[config.mk]
export PLATFORM = sky130hd
export DESIGN_NAME = addsub_pipe
export DESIGN_NICKNAME = d
export VERILOG_FILES = /design/src/rtl/addsub_pkg.sv /design/src/rtl/addsub_slice.sv /design/src/rtl/addsub_pipe.sv
export SDC_FILE = /design/constraint.sdc
export NUM_CORES = 1
export LEC_CHECK = 0
export CAP_MARGIN = 5
export CELL_PAD_IN_SITES_DETAIL_PLACEMENT = 2
export CELL_PAD_IN_SITES_GLOBAL_PLACEMENT = 2
export CORE_AREA = 2 2 112 114
export CTS_BUF_LIST = sky130_fd_sc_hd__clkbuf_8
export DETAILED_ROUTE_END_ITERATION = 6
export DIE_AREA = 0 0 114 116
export GPL_ROUTABILITY_DRIVEN = 1
export PLACE_DENSITY_LB_ADDON = 0.1
export REMOVE_ABC_BUFFERS = 1
export SYNTH_ARGS = -nofsm -noshare
export SYNTH_HDL_FRONTEND = slang
export SYNTH_SLANG_ARGS = --single-unit
[constraint.sdc]
create_clock -name clk -period 2.32 [get_ports clk]
set_input_delay 0.232 -clock clk [delete_from_list [all_inputs] [get_ports clk]]
set_output_delay 0.232 -clock clk [all_outputs]
set_load 0.005 [all_outputs]
[src/rtl/addsub_pkg.sv]
// -----------------------------------------------------------------------------
// addsub_pkg
// Shared definitions for the pipelined adder-subtractor:
//   - op_t      : operation encoding (OP_ADD, OP_SUB, OP_ACC, OP_CLR)
//   - is_acc_op : true for ops that read or write the accumulator
//   - ovfl_calc : two's-complement overflow from the operand and result signs
// -----------------------------------------------------------------------------
package addsub_pkg;

    typedef enum logic [1:0] {
        OP_ADD = 2'b00,
        OP_SUB = 2'b01,
        OP_ACC = 2'b10,
        OP_CLR = 2'b11
    } op_t;

    // ACC and CLR both touch the accumulator, so they are the ops that
    // must be kept apart in the pipeline.
    function automatic logic is_acc_op(input op_t o);
        return (o == OP_ACC) || (o == OP_CLR);
    endfunction

    // Overflow happens when both effective operands share a sign and the
    // result sign differs from it. The B sign is the already-inverted one
    // for SUB, so one expression covers ADD, SUB and ACC.
    function automatic logic ovfl_calc(input logic sign_a,
                                       input logic sign_b,
                                       input logic sign_r);
        return (sign_a == sign_b) && (sign_r != sign_a);
    endfunction

endpackage

[src/rtl/addsub_slice.sv]
// -----------------------------------------------------------------------------
// addsub_slice
// Purely combinational W-bit adder with carry in and carry out. It is used
// for the low half of the sum in the first stage and the high half in the
// second stage.
// Ports:
//   x, y  : W-bit addends
//   cin   : carry in
//   sum   : W-bit sum
//   cout  : carry out of bit W-1
// -----------------------------------------------------------------------------
module addsub_slice #(
    parameter int W = 8
) (
    input  logic [W-1:0] x,
    input  logic [W-1:0] y,
    input  logic         cin,
    output logic [W-1:0] sum,
    output logic         cout
);

    assign {cout, sum} = {1'b0, x} + {1'b0, y} + {{W{1'b0}}, cin};

endmodule

[src/rtl/addsub_pipe.sv]
// -----------------------------------------------------------------------------
// addsub_pipe
// Two-stage pipelined signed/unsigned adder-subtractor with an internal
// accumulator. It uses a valid/ready handshake on both sides.
//   Stage 1: low-half sum plus its carry, the high halves of the effective
//            operands (B already inverted for SUB), and the op.
//   Stage 2: high-half sum, then the result/carry/ovfl/zero output register.
// Ops: ADD a+b, SUB a+~b+1, ACC acc+a, CLR (result = acc = ACC_INIT).
//
// Build option: define ADDSUB_SAT_EN to clamp overflowing results to the
// most positive or most negative value. The clamped value is also written
// into acc, and zero is taken from it. Otherwise the result wraps.
//
// Ports:
//   clk, rst_n          : clock, asynchronous active-low reset
//   in_valid / in_ready : operand handshake (a, b, op)
//   out_valid/out_ready : result handshake (result, carry, ovfl, zero)
// -----------------------------------------------------------------------------
module addsub_pipe
    import addsub_pkg::*;
#(
    parameter int               WIDTH    = 16,
    parameter logic [WIDTH-1:0] ACC_INIT = '0
) (
    input  logic             clk,
    input  logic             rst_n,
    input  logic             in_valid,
    output logic             in_ready,
    input  logic [WIDTH-1:0] a,
    input  logic [WIDTH-1:0] b,
    input  logic [1:0]       op,
    output logic             out_valid,
    input  logic             out_ready,
    output logic [WIDTH-1:0] result,
    output logic             carry,
    output logic             ovfl,
    output logic             zero
);

    localparam int HALF = WIDTH / 2;

`ifdef ADDSUB_SAT_EN
    localparam logic [WIDTH-1:0] SAT_POS = {1'b0, {(WIDTH-1){1'b1}}};
    localparam logic [WIDTH-1:0] SAT_NEG = {1'b1, {(WIDTH-1){1'b0}}};
`endif

    // ---------------------------------------------------------------- state
    logic             s1_valid_reg;
    logic [HALF-1:0]  s1_lo_reg;
    logic             s1_c_reg;
    logic [HALF-1:0]  s1_ahi_reg;
    logic [HALF-1:0]  s1_bhi_reg;
    op_t              s1_op_reg;

    logic             out_valid_reg;
    logic [WIDTH-1:0] result_reg;
    logic             carry_reg;
    logic             ovfl_reg;
    logic             zero_reg;
    logic [WIDTH-1:0] acc_reg;

    // ----------------------------------------------------------- handshake
    op_t  op_in;
    logic hazard;
    logic s2_free;
    logic s1_adv;
    logic accept;

    assign op_in = op_t'(op);

    // Two back-to-back accumulator ops would read acc before the first one
    // writes it back. The second op is held until the first has left S1.
    // ADD/SUB never read acc, so they are never held.
    assign hazard   = is_acc_op(op_in) & s1_valid_reg & is_acc_op(s1_op_reg);
    assign s2_free  = ~out_valid_reg | out_ready;
    assign s1_adv   = s1_valid_reg & s2_free;
    assign in_ready = (~s1_valid_reg | s1_adv) & ~hazard;
    assign accept   = in_valid & in_ready;

    // ------------------------------------------ stage 1: operand select + low
    logic [WIDTH-1:0] eff_a;
    logic [WIDTH-1:0] eff_b;
    logic             eff_cin;
    logic [HALF-1:0]  lo_sum;
    logic             lo_cout;

    always_comb begin
        eff_a   = a;
        eff_b   = b;
        eff_cin = 1'b0;
        case (op_in)
            OP_ADD: ;
            OP_SUB: begin
                eff_b   = ~b;
                eff_cin = 1'b1;
            end
            OP_ACC: begin
                eff_a = acc_reg;
                eff_b = a;
            end
            OP_CLR: begin
                // The result is forced in stage 2. These operands only keep
                // the datapath quiet.
                eff_a = ACC_INIT;
                eff_b = '0;
            end
            default: ;
        endcase
    end

    addsub_slice #(.W(HALF)) u_lo (
        .x    (eff_a[HALF-1:0]),
        .y    (eff_b[HALF-1:0]),
        .cin  (eff_cin),
        .sum  (lo_sum),
        .cout (lo_cout)
    );

    always_ff @(posedge clk or negedge rst_n) begin
        if (!rst_n) begin
            s1_valid_reg <= 1'b0;
            s1_lo_reg    <= '0;
            s1_c_reg     <= 1'b0;
            s1_ahi_reg   <= '0;
            s1_bhi_reg   <= '0;
            s1_op_reg    <= OP_ADD;
        end else begin
            if (accept) begin
                s1_valid_reg <= 1'b1;
                s1_lo_reg    <= lo_sum;
                s1_c_reg     <= lo_cout;
                s1_ahi_reg   <= eff_a[WIDTH-1:HALF];
                s1_bhi_reg   <= eff_b[WIDTH-1:HALF];
                s1_op_reg    <= op_in;
            end else if (s1_adv) begin
                s1_valid_reg <= 1'b0;
            end
        end
    end

    // ------------------------------------------ stage 2: high half + flags
    logic [HALF-1:0]  hi_sum;
    logic             hi_cout;
    logic [WIDTH-1:0] raw_sum;
    logic             raw_ovfl;
    logic [WIDTH-1:0] fin_result;
    logic             fin_carry;
    logic             fin_ovfl;
    logic             fin_zero;

    addsub_slice #(.W(HALF)) u_hi (
        .x    (s1_ahi_reg),
        .y    (s1_bhi_reg),
        .cin  (s1_c_reg),
        .sum  (hi_sum),
        .cout (hi_cout)
    );

    assign raw_sum  = {hi_sum, s1_lo_reg};
    assign raw_ovfl = ovfl_calc(s1_ahi_reg[HALF-1], s1_bhi_reg[HALF-1],
                                hi_sum[HALF-1]);

    always_comb begin
        fin_result = raw_sum;
        fin_carry  = hi_cout;
        fin_ovfl   = raw_ovfl;
        if (s1_op_reg == OP_CLR) begin
            fin_result = ACC_INIT;
            fin_carry  = 1'b0;
            fin_ovfl   = 1'b0;
        end
`ifdef ADDSUB_SAT_EN
        else if (raw_ovfl) begin
            // Both operands share a sign on overflow. That sign tells which
            // rail was crossed.
            fin_result = s1_ahi_reg[HALF-1] ? SAT_NEG : SAT_POS;
        end
`endif
    end

    assign fin_zero = (fin_result == '0);

    always_ff @(posedge clk or negedge rst_n) begin
        if (!rst_n) begin
            out_valid_reg <= 1'b0;
            result_reg    <= '0;
            carry_reg     <= 1'b0;
            ovfl_reg      <= 1'b0;
            zero_reg      <= 1'b0;
            acc_reg       <= ACC_INIT;
        end else begin
            if (s1_adv) begin
                out_valid_reg <= 1'b1;
                result_reg    <= fin_result;
                carry_reg     <= fin_carry;
                ovfl_reg      <= fin_ovfl;
                zero_reg      <= fin_zero;
                // acc is written when the op moves into S2. This is why
                // the hazard only has to look at S1.
                if (is_acc_op(s1_op_reg)) begin
                    acc_reg <= fin_result;
                end
            end else if (out_ready) begin
                out_valid_reg <= 1'b0;
            end
        end
    end

    assign out_valid = out_valid_reg;
    assign result    = result_reg;
    assign carry     = carry_reg;
    assign ovfl      = ovfl_reg;
    assign zero      = zero_reg;

endmodule

# --- After elaboration in Yosys (flattened, before gate mapping) ---
# Index checks and enable logic that the tools add are counted.
word_totals:
  out_inout_bits: 21
  reg_bits: 64
  wordCells: 51
  inputBits: 38
op_classes:
  n_addsub: 4
  n_bitwise: 11
  n_mux: 10
  reduce_logical: 7
  eq_ne: 7
ops:
  columns: ["operator", "count"]
  rows:
  - ["$pmux W16 S3", 1]
  - ["$pmux W16 S2", 1]
  - ["$add A8 B8 Y9", 2]
  - ["$add A9 B1 Y9", 2]
  - ["$logic_not A16 Y1", 1]
  - ["$mux W16", 1]
  - ["$not A16 Y16", 1]
  - ["$eq A2 B2 Y1 const B", 4]
  - ["$mux W1", 7]
  - ["$and A1 B1 Y1", 5]
  - ["$reduce_bool A2 Y1", 2]
  - ["$not A1 Y1", 3]
  - ["$eq A2 B1 Y1 const B", 1]
  - ["$logic_or A1 B1 Y1", 2]
  - ["$or A1 B1 Y1", 2]
  - ["$reduce_and A2 Y1", 1]
  - ["$eq A1 B1 Y1", 1]
  - ["$logic_and A1 B1 Y1", 1]
  - ["$ne A1 B1 Y1", 1]

# --- Logic depth before layout (Yosys ltp) ---
# Gate-level depths: netlist of the first run.
logic_depth:
  depth_word: 8
  mapped_depth: 14
  ltp_nobuf: 13

# --- By module ---
# From an unflattened synthesis of the first run, not the netlist that was laid out.
hier_totals:
  hier_cells: 394
  area_unflattened_um2: 3737.3
by_module_without_submodules:
  columns: ["mod", "area_per_inst_um2", "instances", "cells_per_inst"]
  rows:
  - ["addsub_pipe", 3093.0, 1, 314]
  - ["addsub_slice at u_hi", 331.6, 1, 42]
  - ["addsub_slice at u_lo", 312.8, 1, 38]

# --- Worst setup path before layout of the first run ---
# Ideal clock, no wire load.
synth_timing:
  kind: "input port to flip-flop"
  from: "in op[0]"
  to: "reg s1_c_reg"
  arrival_time_ns: 2.442
  slack_ns: -0.246
  n_path_buf: 2
  required_ns: 2.196
  setup_ns: 0.124
  stages: 13
  path_cell_list: "buf_2 > nor2_1 > clkbuf_1 > a22o_1 > fa_1 > inv_1 > fa_1 > nor2b_1 > o21a_1 > o21ai_1 > a21oi_1 > o21a_1 > o31a_1"
synth_between:
  elab_chain_cells: 7
  word_cells_on_any_way: 14
  cone_classes: "2 x add/sub; 3 x eq/ne; 3 x mux; 5 x bitwise; 1 x reduce/logical"
synth_rtl:
  columns: ["item", "line_no", "text"]
  rows:
  - ["start, declared", "addsub_pipe.sv:31", "input logic [1:0] op,"]
  - ["parallel branches: the longest is 7 deep, another holds $add A8 B8 Y9", null, null]
  - ["end signal, assigned", "addsub_pipe.sv:131", "s1_c_reg <= lo_cout;"]
  - ["end, declared", "addsub_pipe.sv:50", "logic s1_c_reg;"]
# Parallel ways; which one is timed is not known.
# A chain may end at the register's enable or synchronous reset.

# --- Worst setup path in the final report of the first run ---
layout_timing:
  from: "reg s1_c_reg"
  to: "reg zero_reg (netlist: zero)"
layout_between:
  elab_chain_cells: 3
layout_rtl:
  columns: ["item", "line_no", "text"]
  rows:
  - ["$add A9 B1 Y9", "addsub_slice.sv:22", "assign {cout, sum} = {1'b0, x} + {1'b0, y} + {{W{1'b0}}, cin};"]
  - ["$mux W16", "addsub_pipe.sv:167", "if (s1_op_reg == OP_CLR) begin"]
  - ["$logic_not A16 Y1", "addsub_pipe.sv:181", "assign fin_zero = (fin_result == '0);"]
  - ["end signal, assigned", "addsub_pipe.sv:197", "zero_reg <= fin_zero;"]
  - ["end, declared", "addsub_pipe.sv:59", "logic zero_reg;"]
# Every way passes these cells.

==> results of run 1 <==
critical path, stage by stage, from the launching register on:
cell and delay (ns):
sky130_fd_sc_hd__dfrtp_1 0.41, sky130_fd_sc_hd__fa_2 0.25, sky130_fd_sc_hd__inv_2 0.04, sky130_fd_sc_hd__fa_2 0.54, sky130_fd_sc_hd__or4b_1 0.45, sky130_fd_sc_hd__nor3_2 0.14
sky130_fd_sc_hd__a31oi_1 0.15, sky130_fd_sc_hd__a211oi_2 0.20, sky130_fd_sc_hd__a32o_1 0.19
stage by stage:
stage | setup TNS, ns | util
after global placement | -2.185 | 0.3757
after detailed placement | -2.911 | 0.3757
final | -0.1098 | 0.4077
after global routing | -0.3551 | 0.4077
after CTS | -0.1684 | 0.4017
after floorplan | -4.675 | -
cell type report:
cell class	count	area (um^2)
fillers	1345	7056
multi-input cells	289	1857
flip-flops and latches	64	1602
repair buffers	97	888.4
well taps	147	183.9
clock buffers	10	137.6
clock inverters	6	131.4
inverters	15	56.30
where the power goes:
part	switching, mW	internal (mW)	leakage (nW)	total (mW)
Clock	0.464	0.848	0.134	1.31
Combinational	1.04	1.03	1.21	2.07
Sequential	0.282	1.53	0.804	1.81
Total	1.79	3.41	2.15	5.20
what timing repair did:
action	in CTS	in global routing
setup endpoints to repair	8	11
hold buffers	1	0
resized for setup	9	17
endpoints found under the hold margin	42	0
pin swaps	1	8
setup buffers	1	2
how the worst max path moves through the flow:
stage	startpoint	slack, ns	endpoint	cells after the start
after floorplan	op[1]	-0.74	s1_c_reg	12
after global placement	op[0]	-0.46	s1_c_reg	12
after detailed placement	op[0]	-0.56	s1_c_reg	12
after CTS	s1_c_reg	-0.12	zero	8
after global routing	s1_c_reg	-0.21	zero	8
final	s1_c_reg	-0.11	zero	8
routing by layer:
| metal | up-vias | track usage | share of wire |
|---|---|---|---|
| met5 | - | 0 | 0 |
| met4 | 0 | 0.06016 | 0.013 |
| met3 | 9 | 0.02824 | 0.027 |
| met2 | 51 | 0.3278 | 0.51 |
| met1 | 1612 | 0.2204 | 0.45 |
| li1 | 1506 | - | - |
cells by family after synthesis:
family                   Yosys count  share of synthesized area
AO/OA/AOI/OAI                    121                     0.2111
XOR/XNOR                          25                    0.06219
adder cells (fa/ha/maj)           18                    0.07250
buffers and inverters             36                    0.03944
flip-flops                        64                     0.4549
multiplexers                       4                    0.01279
AND/OR/NAND/NOR                  121                     0.1471
Yosys cell counts, types with 4 or more instances:
library cell,instances,share of area
sky130_fd_sc_hd__xnor2_1,21,0.052
sky130_fd_sc_hd__fa_1,4,0.023
sky130_fd_sc_hd__nor2_1,19,0.020
sky130_fd_sc_hd__nor2b_1,4,0.0071
sky130_fd_sc_hd__o31ai_1,6,0.013
sky130_fd_sc_hd__xor2_1,4,0.0099
sky130_fd_sc_hd__ha_1,14,0.050
sky130_fd_sc_hd__nand2_1,80,0.085
sky130_fd_sc_hd__a21oi_1,24,0.034
sky130_fd_sc_hd__nand2b_1,4,0.0071
sky130_fd_sc_hd__a22o_1,8,0.020
sky130_fd_sc_hd__dfrtp_1,64,0.45
sky130_fd_sc_hd__inv_1,15,0.016
sky130_fd_sc_hd__mux2_2,4,0.013
sky130_fd_sc_hd__clkbuf_1,17,0.018
sky130_fd_sc_hd__o21ai_0,55,0.078
sky130_fd_sc_hd__a221oi_1,6,0.015
==> results.tsv, run 1 <==
metric	value	unit
yosys_register_bits	64	
final_nets	532	
die_footprint	13220	um^2
outcome	finished with violations	
io_pins	59	
number_of_enable_type_register_cells_in_the_synthesized_netlist	0	
dieHeight	116	um
worstHoldPathType	in2async	
route.detailed.drc	0	
yosysSeqAreaShare	0.4549	
required	2.61	ns
dpl_cell_area	4476	um^2
endpoint_kind	flop	
clock_skew	0.008237	ns
period_share	1.047	
yosysWarnings	0	
grt.overflow.total	0	
critical_path_fanouts_max	2	
grt_start_max_net_pins	42	
antenna_cell_count	0	
reg2reg_from	s1_c_reg	
rrSetupSlack	-0.11	ns
setup_violations	1	
clk_tree_root_cell	sky130_fd_sc_hd__clkbuf_8	
core.rowCount	40	
drt_first_pass_iters	4	
core_region_area	11910	um^2
route.vias.total	3178	
post_synth_instance_area	3521	um^2
critical_path.startpoint_type	flop	
avgRoutedWirePerCell	18.01	um
final-instance-count-excl-fill	628	
grt_setup_unrepaired	yes	
post-layout-total-power	5.197	mW
cts_buffers	9	
preCtsSetupSlack	-0.5553	ns
leak_pwr	2.147	nW
max_cap_violations	0	
worst_r2r_endpoint	zero	
grt_pass1_vias	3585	
finalCriticalPeriod	2.430	ns
synth_ff_type	sky130_fd_sc_hd__dfrtp_1	
cp_data_arrival_time	2.72	ns
rr_worst_depth	8	
grt_pass1_wl	18240	um
placedCellCount	608	
ir_worst_vdd	0.2772	mV
clkSinkCount	64	
power-per-cell-area	1070	nW/um^2
synth.lib_cells_used.distinct	43	
placement.io_buffers	58	
worst-setup-path-type	reg2reg	
initial_utilization	0.2956	
mostFrequentLayoutCells	sky130_fd_sc_hd__nand2_1, sky130_fd_sc_hd__dfrtp_1, sky130_fd_sc_hd__clkdlybuf4s50_1	
synth-async-reset-ratio	1.000	
gr-usage-all-layers	0.1811	
grt_antenna_before_repair	0	
layout.cells.most_common	sky130_fd_sc_hd__nand2_1	
clkSlewWorstSetupHoldPaths	0.08	ns
worst_max_slew_pin_slew	0.5636	ns
route.final.wire_length	11310	um
clock_tree_from_tritoncts	built	
syn-mean-instance-area	9.051	um^2
final_area	4856	um^2
fmax	0.4116	GHz
drtIter0Drc	73	
drt-vias-per-instance	5.061	
replace_congestion	0.8066	
timing_hold_violations_final	0	
cts_max_path_buffers	2	
drv_slew	0	
hold_ws	0.4140	ns
htreeDepth	3	
netlist_instances	389	
place_hpwl	8551	um
postLayoutSetupSlackWorst	-0.1098	ns
area_growth_syn_to_layout	37.92	%
clk_latency	0.35	ns
die_w	114	um
maxSlewHeadroom	0.6242	
failed_checks	negative setup slack	
drt.antenna.violating_nets	0	
drive_above_1_share	0.1767	
(Power assumes the default switching activity.)
==> run 2, diff against run 1 <==
--- a/config.mk
+++ b/config.mk
@@ -8,13 +8,14 @@
 export CAP_MARGIN = 5
 export CELL_PAD_IN_SITES_DETAIL_PLACEMENT = 2
 export CELL_PAD_IN_SITES_GLOBAL_PLACEMENT = 2
-export CORE_AREA = 2 2 112 114
+export CORE_AREA = 2 2 113 115
 export CTS_BUF_LIST = sky130_fd_sc_hd__clkbuf_8
 export DETAILED_ROUTE_END_ITERATION = 6
-export DIE_AREA = 0 0 114 116
+export DIE_AREA = 0 0 115 117
 export GPL_ROUTABILITY_DRIVEN = 1
 export PLACE_DENSITY_LB_ADDON = 0.1
 export REMOVE_ABC_BUFFERS = 1
 export SYNTH_ARGS = -nofsm -noshare
 export SYNTH_HDL_FRONTEND = slang
+export SYNTH_HIERARCHICAL = 1
 export SYNTH_SLANG_ARGS = --single-unit
==> run 2 against run 1 <==
Effect of this change: the flow still finishes with violations (negative setup slack); count of clock-buffer cells in the layout is the same; clock skew shrank 0.0029 ns; cell count grew 2.2%; worst setup slack lost 0.013 ns; core utilization grew 0.26 points; wire length shrank 1.5%; sequential power grew 4%; first-iteration DRC count grew 48%; die area grew 1.7%; clock power shrank 27%; total power grew 0.23%.
==> results.tsv, run 2 <==
metric	value	unit	change
final-instance-count-excl-fill	642		+2.2%
dieHeight	117	um	+0.86%
grt.overflow.total	0		unchanged
place_hpwl	8042	um	-5.9%
required	2.62	ns	about the same
leak_pwr	2.302	nW	+7.2%
gr-usage-all-layers	0.1703		-0.01073
postLayoutSetupSlackWorst	-0.1225	ns	-0.01273 ns
area_growth_syn_to_layout	35.15	%	
replace_congestion	0.7325		-9.2%
placedCellCount	622		+2.3%
route.final.wire_length	11140	um	-1.5%
worstHoldPathType	in2async		
cts_max_path_buffers	2		unchanged
yosysMostFrequentCell	sky130_fd_sc_hd__nand2_1		
number_of_enable_type_register_cells_in_the_synthesized_netlist	0		unchanged
drtIter0Drc	108		+48%
drt-vias-per-instance	4.925		-2.7%
syn-mean-instance-area	9.486	um^2	+4.8%
max_cap_violations	0		unchanged
die_footprint	13460	um^2	+1.7%
reg2reg_from	s1_bhi_reg[0]		
avgRoutedWirePerCell	17.35	um	-3.7%
drt.antenna.violating_nets	0		unchanged
critical_path.startpoint_type	flop		
yosysSeqAreaShare	0.4285		-0.02634
clk_tree_root_cell	sky130_fd_sc_hd__clkbuf_8		
worst_max_slew_pin_slew	0.6277	ns	+0.06409 ns
route.vias.total	3162		-0.50%
cp-startpoint	s1_bhi_reg[0]		
ys_top_cells_by_count	sky130_fd_sc_hd__nand2_1, sky130_fd_sc_hd__o21ai_0, sky130_fd_sc_hd__dfrtp_1, sky130_fd_sc_hd__xnor2_1		
synth-async-reset-ratio	1.000		unchanged
endpoint_kind	flop		
synth.lib_cells_used.distinct	38		-12%
mostFrequentLayoutCells	sky130_fd_sc_hd__nand2_1, sky130_fd_sc_hd__dfrtp_1, sky130_fd_sc_hd__o21ai_0		
synth_top_cells_by_area	sky130_fd_sc_hd__dfrtp_1, sky130_fd_sc_hd__nand2_1, sky130_fd_sc_hd__o21ai_0		
grt_antenna_before_repair	0		unchanged
clkSinkCount	64		unchanged
placement.io_buffers	58		unchanged
finalCriticalPeriod	2.442	ns	+0.01273 ns
grt_pass1_vias	3467		-3.3%
core_region_area	12310	um^2	+3.4%
drt_first_pass_iters	4		unchanged
clk_latency	0.35	ns	about the same
top_cell_type_s_share_of_synthesized_area	0.4285		-0.02634
netlist_instances	394		+1.3%
yosysWarnings	6		+6
clkSlewWorstSetupHoldPaths	0.07	ns	about the same
outcome	finished with violations		
power-per-cell-area	1031	nW/um^2	-3.6%
grt_setup_unrepaired	yes		
io_pins	59		unchanged
initial_utilization	0.3036		+0.007969
preCtsSetupSlack	-0.7283	ns	-0.1730 ns
yosys_register_bits	64		unchanged
synth_ff_type	sky130_fd_sc_hd__dfrtp_1		
core.rowCount	41		+2.5%
layout.cells.most_common	sky130_fd_sc_hd__nand2_1		
drv_slew	0		unchanged
yosysTopAreaCell	sky130_fd_sc_hd__dfrtp_1		
ir_worst_vdd	0.3762	mV	+36%
antenna_cell_count	0		unchanged
timing_hold_violations_final	0		unchanged
clock_skew	0.005310	ns	-0.002927 ns
maxSlewHeadroom	0.5805		-0.04374
cts_buffers	9		unchanged
failed_checks	negative setup slack		
drive_above_1_share	0.2236		+0.04686
hold_ws	0.4028	ns	-0.01127 ns
period_share	1.053		+0.005489
worst-setup-path-type	reg2reg		
clock_tree_from_tritoncts	built		
fmax	0.4094	GHz	-0.52%
die_w	115	um	+0.88%
route.detailed.drc	0		unchanged
final_nets	544		+2.3%
cp_data_arrival_time	2.74	ns	+0.02 ns
post_synth_instance_area	3737	um^2	+6.1%
post-layout-total-power	5.209	mW	+0.23%
setup_violations	1		unchanged
critical_path_fanouts_max	2		unchanged
post-route-util	0.4103		+0.002596
htreeDepth	3		unchanged
grt_pass1_wl	17710	um	-2.9%
grt_start_max_net_pins	65		+55%
run 2: cell families (layout without fill, tap and decap cells):
family,Yosys count,count (layout),synth area share
buffers and inverters,38,136,0.05156
adder cells (fa/ha/maj),18,18,0.06830
flip-flops,64,64,0.4285
AND/OR/NAND/NOR,122,122,0.1423
multiplexers,27,27,0.1001
XOR/XNOR,25,25,0.05859
AO/OA/AOI/OAI,100,100,0.1507
run 2: stage by stage:
stage	TNS (ns)	area (um^2)
2_1_floorplan	-0.7625	3620
3_3_place_gp	-3.918	4693
3_5_place_dp	-4.622	4693
4_1_cts	-0.2612	4928
5_1_grt	-0.5226	5051
6_report	-0.1225	5051
run 2: what timing repair did:
action                     CTS  global route
hold endpoints to repair    64             0
gates cloned                 0             1
setup endpoints to repair   11            11
hold buffers                 1             0
pin swaps                    4            11
resized for setup           14            23
buffers inserted             0             3
run 2: final timing paths:
| check | endpoint | slack (ns) | cells past startpoint |
|---|---|---|---|
| min reg2reg | result[10] | 0.48 | 2 |
| max reg2reg | zero | -0.12 | 9 |
| min in group clk | result[10] | 0.48 | 2 |
| max | zero | -0.12 | 9 |
| min | s1_bhi_reg[3] | 0.40 | 3 |
| max in group asynchronous | s1_bhi_reg[5] | 1.59 | 3 |
run 2: routing by layer:
| metal | up-vias | share of wire | global-route usage |
|---|---|---|---|
| li1 | 1520 | - | - |
| met1 | 1587 | 0.46 | 0.2224 |
| met2 | 44 | 0.50 | 0.2957 |
| met3 | 11 | 0.020 | 0.02163 |
| met4 | 0 | 0.014 | 0.05301 |
| met5 | - | 0 | 0 |
run 2: worst max-delay path, stage by stage (launching register included):
cell	delay, ns
sky130_fd_sc_hd__dfrtp_1	0.41
sky130_fd_sc_hd__fa_2	0.43
sky130_fd_sc_hd__fa_2	0.39
sky130_fd_sc_hd__a21oi_4	0.16
sky130_fd_sc_hd__o21bai_1	0.09
sky130_fd_sc_hd__xor2_1	0.19
sky130_fd_sc_hd__nor4_2	0.23
sky130_fd_sc_hd__buf_4	0.16
sky130_fd_sc_hd__and4_1	0.20
sky130_fd_sc_hd__a22o_1	0.13
run 2: power by group:
group / total [mW] / switching [mW] / leakage, nW / internal [mW]
sequential: 1.89 / 0.328 / 0.797 / 1.56
clock: 0.951 / 0.441 / 0.103 / 0.510
combinational: 2.37 / 1.10 / 1.40 / 1.27
total: 5.21 / 1.87 / 2.30 / 3.34
run 2: layout make-up:
type                    instances  area, um^2
fillers                      1358        7261
repair buffers                101       953.4
clock inverters                 5       48.80
inverters                      20       75.07
multi-input cells             292        2047
clock buffers                  10       137.6
flip-flops and latches         64        1602
well taps                     150       187.7
